## src/rtl/vga_pattern_pkg.sv

```systemverilog
// Shared types and palette for the scrolling VGA test-pattern generator.
package vga_pattern_pkg;

  typedef enum logic [1:0] {
    PAT_VBARS    = 2'd0,
    PAT_HBARS    = 2'd1,
    PAT_CHECKER  = 2'd2,
    PAT_GRADIENT = 2'd3
  } pattern_mode_t;

  localparam int MAX_COLOR_W = 8;

  typedef struct packed {
    logic [MAX_COLOR_W-1:0] r;
    logic [MAX_COLOR_W-1:0] g;
    logic [MAX_COLOR_W-1:0] b;
  } color_t;

  // {r,g,b} enables; index 0 is the rightmost entry.
  localparam logic [7:0][2:0] PALETTE = {
    3'b000, 3'b101, 3'b011, 3'b110, 3'b111, 3'b001, 3'b010, 3'b100
  };

  // Callers truncate to their channel width; every bit of a lit channel is one.
  function automatic color_t palette_rgb(input logic [2:0] en);
    color_t c;
    c.r = {MAX_COLOR_W{en[2]}};
    c.g = {MAX_COLOR_W{en[1]}};
    c.b = {MAX_COLOR_W{en[0]}};
    return c;
  endfunction

endpackage

```

## src/rtl/vga_scroll_ctrl.sv

```systemverilog
// Frame-locked shadow configuration, frame divider and scroll offset.
module vga_scroll_ctrl
  import vga_pattern_pkg::*;
#(
  parameter int H_W   = 10,
  parameter int V_W   = 10,
  parameter int DIV_W = 6
) (
  input  logic          clk,
  input  logic          rst,
  input  logic [H_W-1:0] hcount,
  input  logic [V_W-1:0] vcount,
  input  logic [1:0]     mode,
  input  logic [H_W-1:0] step,
  input  logic [DIV_W-1:0] div,
  input  logic           dir,
  input  logic           pause,
  output logic [H_W-1:0] offset_eff,
  output pattern_mode_t  mode_eff,
  output logic           fs
);

  pattern_mode_t     mode_q, mode_nxt;
  logic [H_W-1:0]    step_q, step_nxt;
  logic              dir_q, dir_nxt;
  logic              pause_q, pause_nxt;
  logic [DIV_W-1:0]  fcnt, fcnt_nxt;
  logic [H_W-1:0]    offset, offset_nxt;

  assign fs = (hcount == '0) && (vcount == '0);

  // Next values double as the FS bypass so the first pixel matches the rest of its frame.
  always_comb begin
    mode_nxt   = fs ? pattern_mode_t'(mode) : mode_q;
    step_nxt   = fs ? step  : step_q;
    dir_nxt    = fs ? dir   : dir_q;
    pause_nxt  = fs ? pause : pause_q;
    fcnt_nxt   = fcnt;
    offset_nxt = offset;
    if (fs && !pause_nxt) begin
      if (fcnt >= div) begin
        offset_nxt = dir_nxt ? offset - step_nxt : offset + step_nxt;
        fcnt_nxt   = '0;
      end else begin
        fcnt_nxt = fcnt + DIV_W'(1);
      end
    end
  end

  always_ff @(posedge clk) begin
    if (rst) begin
      mode_q  <= PAT_VBARS;
      step_q  <= '0;
      dir_q   <= 1'b0;
      pause_q <= 1'b0;
      fcnt    <= '0;
      offset  <= '0;
    end else begin
      mode_q  <= mode_nxt;
      step_q  <= step_nxt;
      dir_q   <= dir_nxt;
      pause_q <= pause_nxt;
      fcnt    <= fcnt_nxt;
      offset  <= offset_nxt;
    end
  end

  assign offset_eff = offset_nxt;
  assign mode_eff   = mode_nxt;

endmodule

```

## src/rtl/vga_pattern_gen.sv

```systemverilog
// Scrolling bar/checker/gradient pattern generator with one registered output stage.
module vga_pattern_gen
  import vga_pattern_pkg::*;
#(
  parameter int COLOR_W   = 4,
  parameter int H_W       = 10,
  parameter int V_W       = 10,
  parameter int BAR_SHIFT = 8,
  parameter int NUM_BARS  = 4,
  parameter int DIV_W     = 6
) (
  input  logic               clk,
  input  logic               rst,
  input  logic [H_W-1:0]     hcount_in,
  input  logic [V_W-1:0]     vcount_in,
  input  logic               active_in,
  input  logic [1:0]         mode_in,
  input  logic [H_W-1:0]     step_in,
  input  logic [DIV_W-1:0]   div_in,
  input  logic               dir_in,
  input  logic               pause_in,
  output logic [COLOR_W-1:0] r_out,
  output logic [COLOR_W-1:0] g_out,
  output logic [COLOR_W-1:0] b_out,
  output logic               active_out,
  output logic               frame_tick_out
);

  logic [H_W-1:0] offset_eff;
  pattern_mode_t  mode_eff;
  logic           fs;

  vga_scroll_ctrl #(
    .H_W   (H_W),
    .V_W   (V_W),
    .DIV_W (DIV_W)
  ) u_scroll (
    .clk        (clk),
    .rst        (rst),
    .hcount     (hcount_in),
    .vcount     (vcount_in),
    .mode       (mode_in),
    .step       (step_in),
    .div        (div_in),
    .dir        (dir_in),
    .pause      (pause_in),
    .offset_eff (offset_eff),
    .mode_eff   (mode_eff),
    .fs         (fs)
  );

  logic [H_W-1:0]     sx;
  logic [V_W-1:0]     sy;
  logic               chk;
  logic [2:0]         pal_idx;
  color_t             pal;
  logic [COLOR_W-1:0] r_p0, g_p0, b_p0;

  assign sx  = hcount_in + offset_eff;
  assign sy  = vcount_in + offset_eff[V_W-1:0];
  // Checker rows follow the unscrolled line number; only columns scroll.
  assign chk = ((sx >> BAR_SHIFT) & H_W'(1)) != ((H_W'(vcount_in) >> BAR_SHIFT) & H_W'(1));

  always_comb begin
    pal_idx = 3'd7;
    case (mode_eff)
      PAT_VBARS:   pal_idx = 3'((sx >> BAR_SHIFT) & H_W'(NUM_BARS - 1));
      PAT_HBARS:   pal_idx = 3'((sy >> BAR_SHIFT) & V_W'(NUM_BARS - 1));
      PAT_CHECKER: pal_idx = chk ? 3'd3 : 3'd7;
      default:     pal_idx = 3'd7;
    endcase
    pal = palette_rgb(PALETTE[pal_idx]);
    if (mode_eff == PAT_GRADIENT) begin
      r_p0 = sx[BAR_SHIFT-1 -: COLOR_W];
      g_p0 = sx[BAR_SHIFT-1 -: COLOR_W];
      b_p0 = sx[BAR_SHIFT-1 -: COLOR_W];
    end else begin
      r_p0 = COLOR_W'(pal.r);
      g_p0 = COLOR_W'(pal.g);
      b_p0 = COLOR_W'(pal.b);
    end
    if (!active_in) begin
      r_p0 = '0;
      g_p0 = '0;
      b_p0 = '0;
    end
  end

  // p0 -> p1: output register
  logic [COLOR_W-1:0] r_p1, g_p1, b_p1;
  logic               vld_p1, tick_p1;

  always_ff @(posedge clk) begin
    if (rst) begin
      r_p1    <= '0;
      g_p1    <= '0;
      b_p1    <= '0;
      vld_p1  <= 1'b0;
      tick_p1 <= 1'b0;
    end else begin
      r_p1    <= r_p0;
      g_p1    <= g_p0;
      b_p1    <= b_p0;
      vld_p1  <= active_in;
      tick_p1 <= fs;
    end
  end

  assign r_out          = r_p1;
  assign g_out          = g_p1;
  assign b_out          = b_p1;
  assign active_out     = vld_p1;
  assign frame_tick_out = tick_p1;

endmodule

```

## config.mk

```make
export PLATFORM = sky130hd
export DESIGN_NAME = vga_pattern_gen
export DESIGN_NICKNAME = d
export VERILOG_FILES = /design/src/rtl/vga_pattern_pkg.sv /design/src/rtl/vga_scroll_ctrl.sv /design/src/rtl/vga_pattern_gen.sv
export SDC_FILE = /design/constraint.sdc
export NUM_CORES = 1
export LEC_CHECK = 0
export ABC_CLOCK_PERIOD_IN_PS = 10300
export BUFFER_PORTS_ARGS = -buffer_cell sky130_fd_sc_hd__buf_2
export CORE_MARGIN = 1.5
export CORE_UTILIZATION = 56
export DETAILED_ROUTE_END_ITERATION = 6
export GPL_TIMING_DRIVEN = 0
export PLACE_DENSITY = 0.8
export SYNTH_ARGS = -nofsm -noshare
export SYNTH_HDL_FRONTEND = slang
export SYNTH_SLANG_ARGS = --single-unit
export TNS_END_PERCENT = 100
```

## constraint.sdc

```tcl
create_clock -name clk -period 10.3 [get_ports clk]
set_input_delay 1.03 -clock clk [delete_from_list [all_inputs] [get_ports clk]]
set_output_delay 1.03 -clock clk [all_outputs]
set_load 0.005 [all_outputs]
```

==> impl_metrics.csv <==
group,metric,value,unit
hold_path,min_path_type,"flop to flop",
layout,layout.nets,501,
layout,fillerInstances,438,
detailed_routing,firstDrtPassIters,4,
clocking,clk_latency,0.31,ns
power_and_ir_drop,power.internal,0.236,mW
place,dpl.hpwl,5.92,mm
sta,rsz0062_at_grt,"no",
layout,areaGrowthSynthToFinish,15.1,%
run,cap_violations,0,
yosys,synth_edf_count,0,
detailed_routing,wl_per_cell,15.2,µm
sta,finalWorstSetupSlack,1.14,ns
yosys,synthDistinctLibCells,48,
global_route,grt_max_degree,13,
power_and_ir_drop,power.share.sequential,52.1,%
sta,slew_headroom,22.2,%
worst_setup_path,path_buf_inv,4,
hold_path,hp-start,"u_scroll.offset[8]$_SDFF_PP0_",
power_and_ir_drop,p_total,0.317,mW
clocking,cts_tree,"done",
worst_setup_path,timing.rr.start,"u_scroll.step_q[1]$_SDFF_PP0_",
detailed_routing,avgViaCountPerCell,5.85,
worst_setup_path,r2r_end,"r_out[0]$_SDFF_PP0_",
detailed_routing,drt_iter0_markers,223,
power_and_ir_drop,power.switching,0.0813,mW
yosys,ys_seq_area_share,27.7,%
sta,skew,0.00807,ns
clocking,cts_setup_buffers,0,
clocking,hold_buffers,0,
power_and_ir_drop,sw_frac_of_total,25.6,%
worst_setup_path,cp_max_fo,10,
die,core-area,5170,µm²
layout,drive_gt1_share,17.5,%
sta,worst_pin_slew,1.14,ns
global_route,grt_overflow_total,0,
clocking,clock_sinks,42,
detailed_routing,postRouteAntennaNets,0,
place,placed_area,3400,µm²
clocking,cts-root-buf,"clkbuf_8",
power_and_ir_drop,power_density,90.8,nW/µm²
yosys,synth-async-reset-ratio,0,%
yosys,synth_nets,438,
worst_setup_path,cp-end-kind,"flop",
hold_path,min_to,"u_scroll.offset[8]$_SDFF_PP0_",
sta,hold_viol_final,0,
clocking,htreeDepth,2,
worst_setup_path,crit_family,"compound AO/OA/AOI/OAI gates",
sta,period_share,89.0,%
sta,drv_slew,0,
power_and_ir_drop,ir_drop,0.0636,mV
yosys,yosys_warnings,0,
power_and_ir_drop,p_leak,1.52,nW
layout,diodes,0,
die,die_y,76.6,µm
die,die_area,5870,µm²
sta,min_period,9.16,ns
sta,finalSetupViolCount,0,
clocking,cts_buffers,5,
die,rows,26,
clocking,cts_resized,0,
die,initial_utilization,58.7,%
detailed_routing,drc,0,
sta,fmax,109,MHz
worst_setup_path,cp_data_arrival_time,9.34,ns
yosys,synth_flop_cell,"dfxtp_1",
clocking,cts.clk_slew.worst_paths,0.08,ns
power_and_ir_drop,clockPowerShare,35.9,%
clocking,clock_path_buffers,2,
yosys,synthCells,359,
sta,tns,0,ns
worst_setup_path,slowest_stage,"a2111oi_0",
place,place_congestion,0.926,
worst_setup_path,worstPathRequired,10.48,ns
layout,fin_util,67.5,%
die,fp.dieW,76.6,µm
global_route,grt_pass1_vias,2740,
worst_setup_path,crit_top_cell,"ha_1",
worst_setup_path,startpoint_type,"input port",
layout,final_area,3490,µm²
global_route,antenna_found_initial,0,
die,io_pins,57,
power_and_ir_drop,combPwrFrac,12.0,%
detailed_routing,vias,2884,
worst_setup_path,r2r_cells,22,
global_route,grt_first_pass_wirelength,12.6,mm
place,port_buffers,56,
worst_setup_path,crit_type,"input port to flop",
yosys,synthesis.area,3030,µm²
yosys,ys_ff_latch,42,
detailed_routing,routed_wl,7.47,mm
hold_path,holdPathStages,2,
yosys,avgSynthCellArea,8.45,µm²
outcome,outcome,"finished, final reports clean",
place,dp_slack,0.978,ns
worst_setup_path,critPathMaxStageDelay,1.00,ns
worst_setup_path,r2r_slack,4.02,ns
global_route,grt_use_total,26.6,%
registers in the layout (all words and copies together) (netlist names):
name	flops
u_scroll.offset	10
u_scroll.step_q	9
u_scroll.fcnt	6
b_out	4
g_out	4
r_out	4
u_scroll.mode_q	2
active_out	1
frame_tick_out	1
u_scroll.dir_q	1
layer usage:
layer | share of wire, % | GRT usage (%)
met2 | 46 | 43.0
met3 | 4.6 | 3.83
met4 | 2.1 | 9.44
met1 | 47 | 36.1
met5 | 0 | 0
metrics by stage:
| step | std cells | hold slack (ns) |
|---|---|---|
| after global placement | 485 | 0.487 |
| after global routing | 493 | 0.555 |
| after CTS | 493 | 0.529 |
| final | 493 | 0.519 |
| after detailed placement | 485 | 0.517 |
| after floorplan | 359 | 0.469 |
power by group through the flow:
stage	Sequential (mW)	Clock [mW]	Combinational, mW
after floorplan	0.169	0	0.0187
after global placement	0.169	0	0.0361
after detailed placement	0.169	0	0.0372
after CTS	0.165	0.112	0.0376
after global routing	0.166	0.121	0.0424
final	0.165	0.114	0.0381
cells by family (layout without fill, tap and decap cells):
group	after synthesis	after routing	share of synthesized area (%)
flops	42	42	27.7
simple gates	120	120	20.7
fa+ha+maj	36	36	15.1
buf+inv	23	87	2.89
mux	19	19	6.39
compound gates	100	100	21.7
xor+xnor	19	19	5.48
cell type report:
class                      count  area (µm²)  area share (%)
multi-input combinational    294        2110            60.3
inverter                      15        56.3            1.61
buffer                         8        31.3           0.895
sequential                    42         841            24.1
timing repair buffer          56         280            8.02
clock buffer                   7        86.3            2.47
tap                           70        87.6            2.51
clock inverter                 1        5.00           0.143
cells in the mapped netlist (all sizes together), types with 7 or more instances:
| cell | number | area (µm²) |
|---|---|---|
| a21o | 8 | 60.1 |
| nand2 | 28 | 105 |
| xnor2 | 10 | 87.6 |
| mux2i | 16 | 160 |
| inv | 15 | 56.3 |
| o21ai | 21 | 105 |
| a21oi | 18 | 90.1 |
| clkbuf | 7 | 26.3 |
| xor2 | 9 | 78.8 |
| dfxtp | 42 | 841 |
| nor2 | 29 | 109 |
| ha | 35 | 438 |
| a211oi | 10 | 75.1 |
| o21a | 10 | 75.1 |
| nand3 | 7 | 35.0 |
| nand2b | 7 | 43.8 |
| nor3 | 14 | 75.1 |
| nor2b | 10 | 62.6 |
worst register-to-register path, stage by stage, from the launching register on:
cell and delay, ns:
dfxtp_1 0.32, mux2i_1 0.26, ha_1 0.30, o21a_1 0.22, inv_1 0.06, ha_1 0.21, nor2b_1 0.14, o31a_1 0.29
o31a_1 0.30, o31ai_1 0.63, ha_1 0.43, a21o_1 0.21, a21o_1 0.19, a21o_1 0.23, a2111oi_0 1.00, a31oi_1 0.18
a31oi_1 0.27, nor2_1 0.11, ha_1 0.20, o21ai_0 0.16, or4_1 0.13, o311a_1 0.25, a21oi_1 0.09
cell usage in the layout (no fill, tap or decap), types with 4 or more instances in the layout:
cell	count
a211oi_1	10
a21o_1	8
a21oi_1	18
a31oi_1	6
buf_2	57
clkbuf_1	8
clkbuf_8	6
dfxtp_1	42
ha_1	35
inv_1	15
mux2i_1	16
nand2_1	28
nand2b_1	7
nand3_1	7
nand3b_1	4
nor2_1	29
nor2b_1	10
nor3_1	13
nor4_1	5
o21a_1	10
o21ai_0	21
o21bai_1	4
o22ai_1	4
o31ai_1	5
xnor2_1	10
xor2_1	9
worst max path at each step:
stage | startpoint | end | slack [ns] | cells after the start
final | hcount_in[3] | r_out[0]$_SDFF_PP0_ | 1.14 | 28
after floorplan | vcount_in[2] | r_out[3]$_SDFF_PP0_ | 2.34 | 30
after CTS | vcount_in[2] | r_out[3]$_SDFF_PP0_ | 1.26 | 31
after global routing | hcount_in[3] | r_out[3]$_SDFF_PP0_ | 0.51 | 32
after global placement | hcount_in[3] | r_out[3]$_SDFF_PP0_ | 0.96 | 32
after detailed placement | vcount_in[2] | r_out[3]$_SDFF_PP0_ | 0.98 | 31
(Power assumes the default switching activity.)
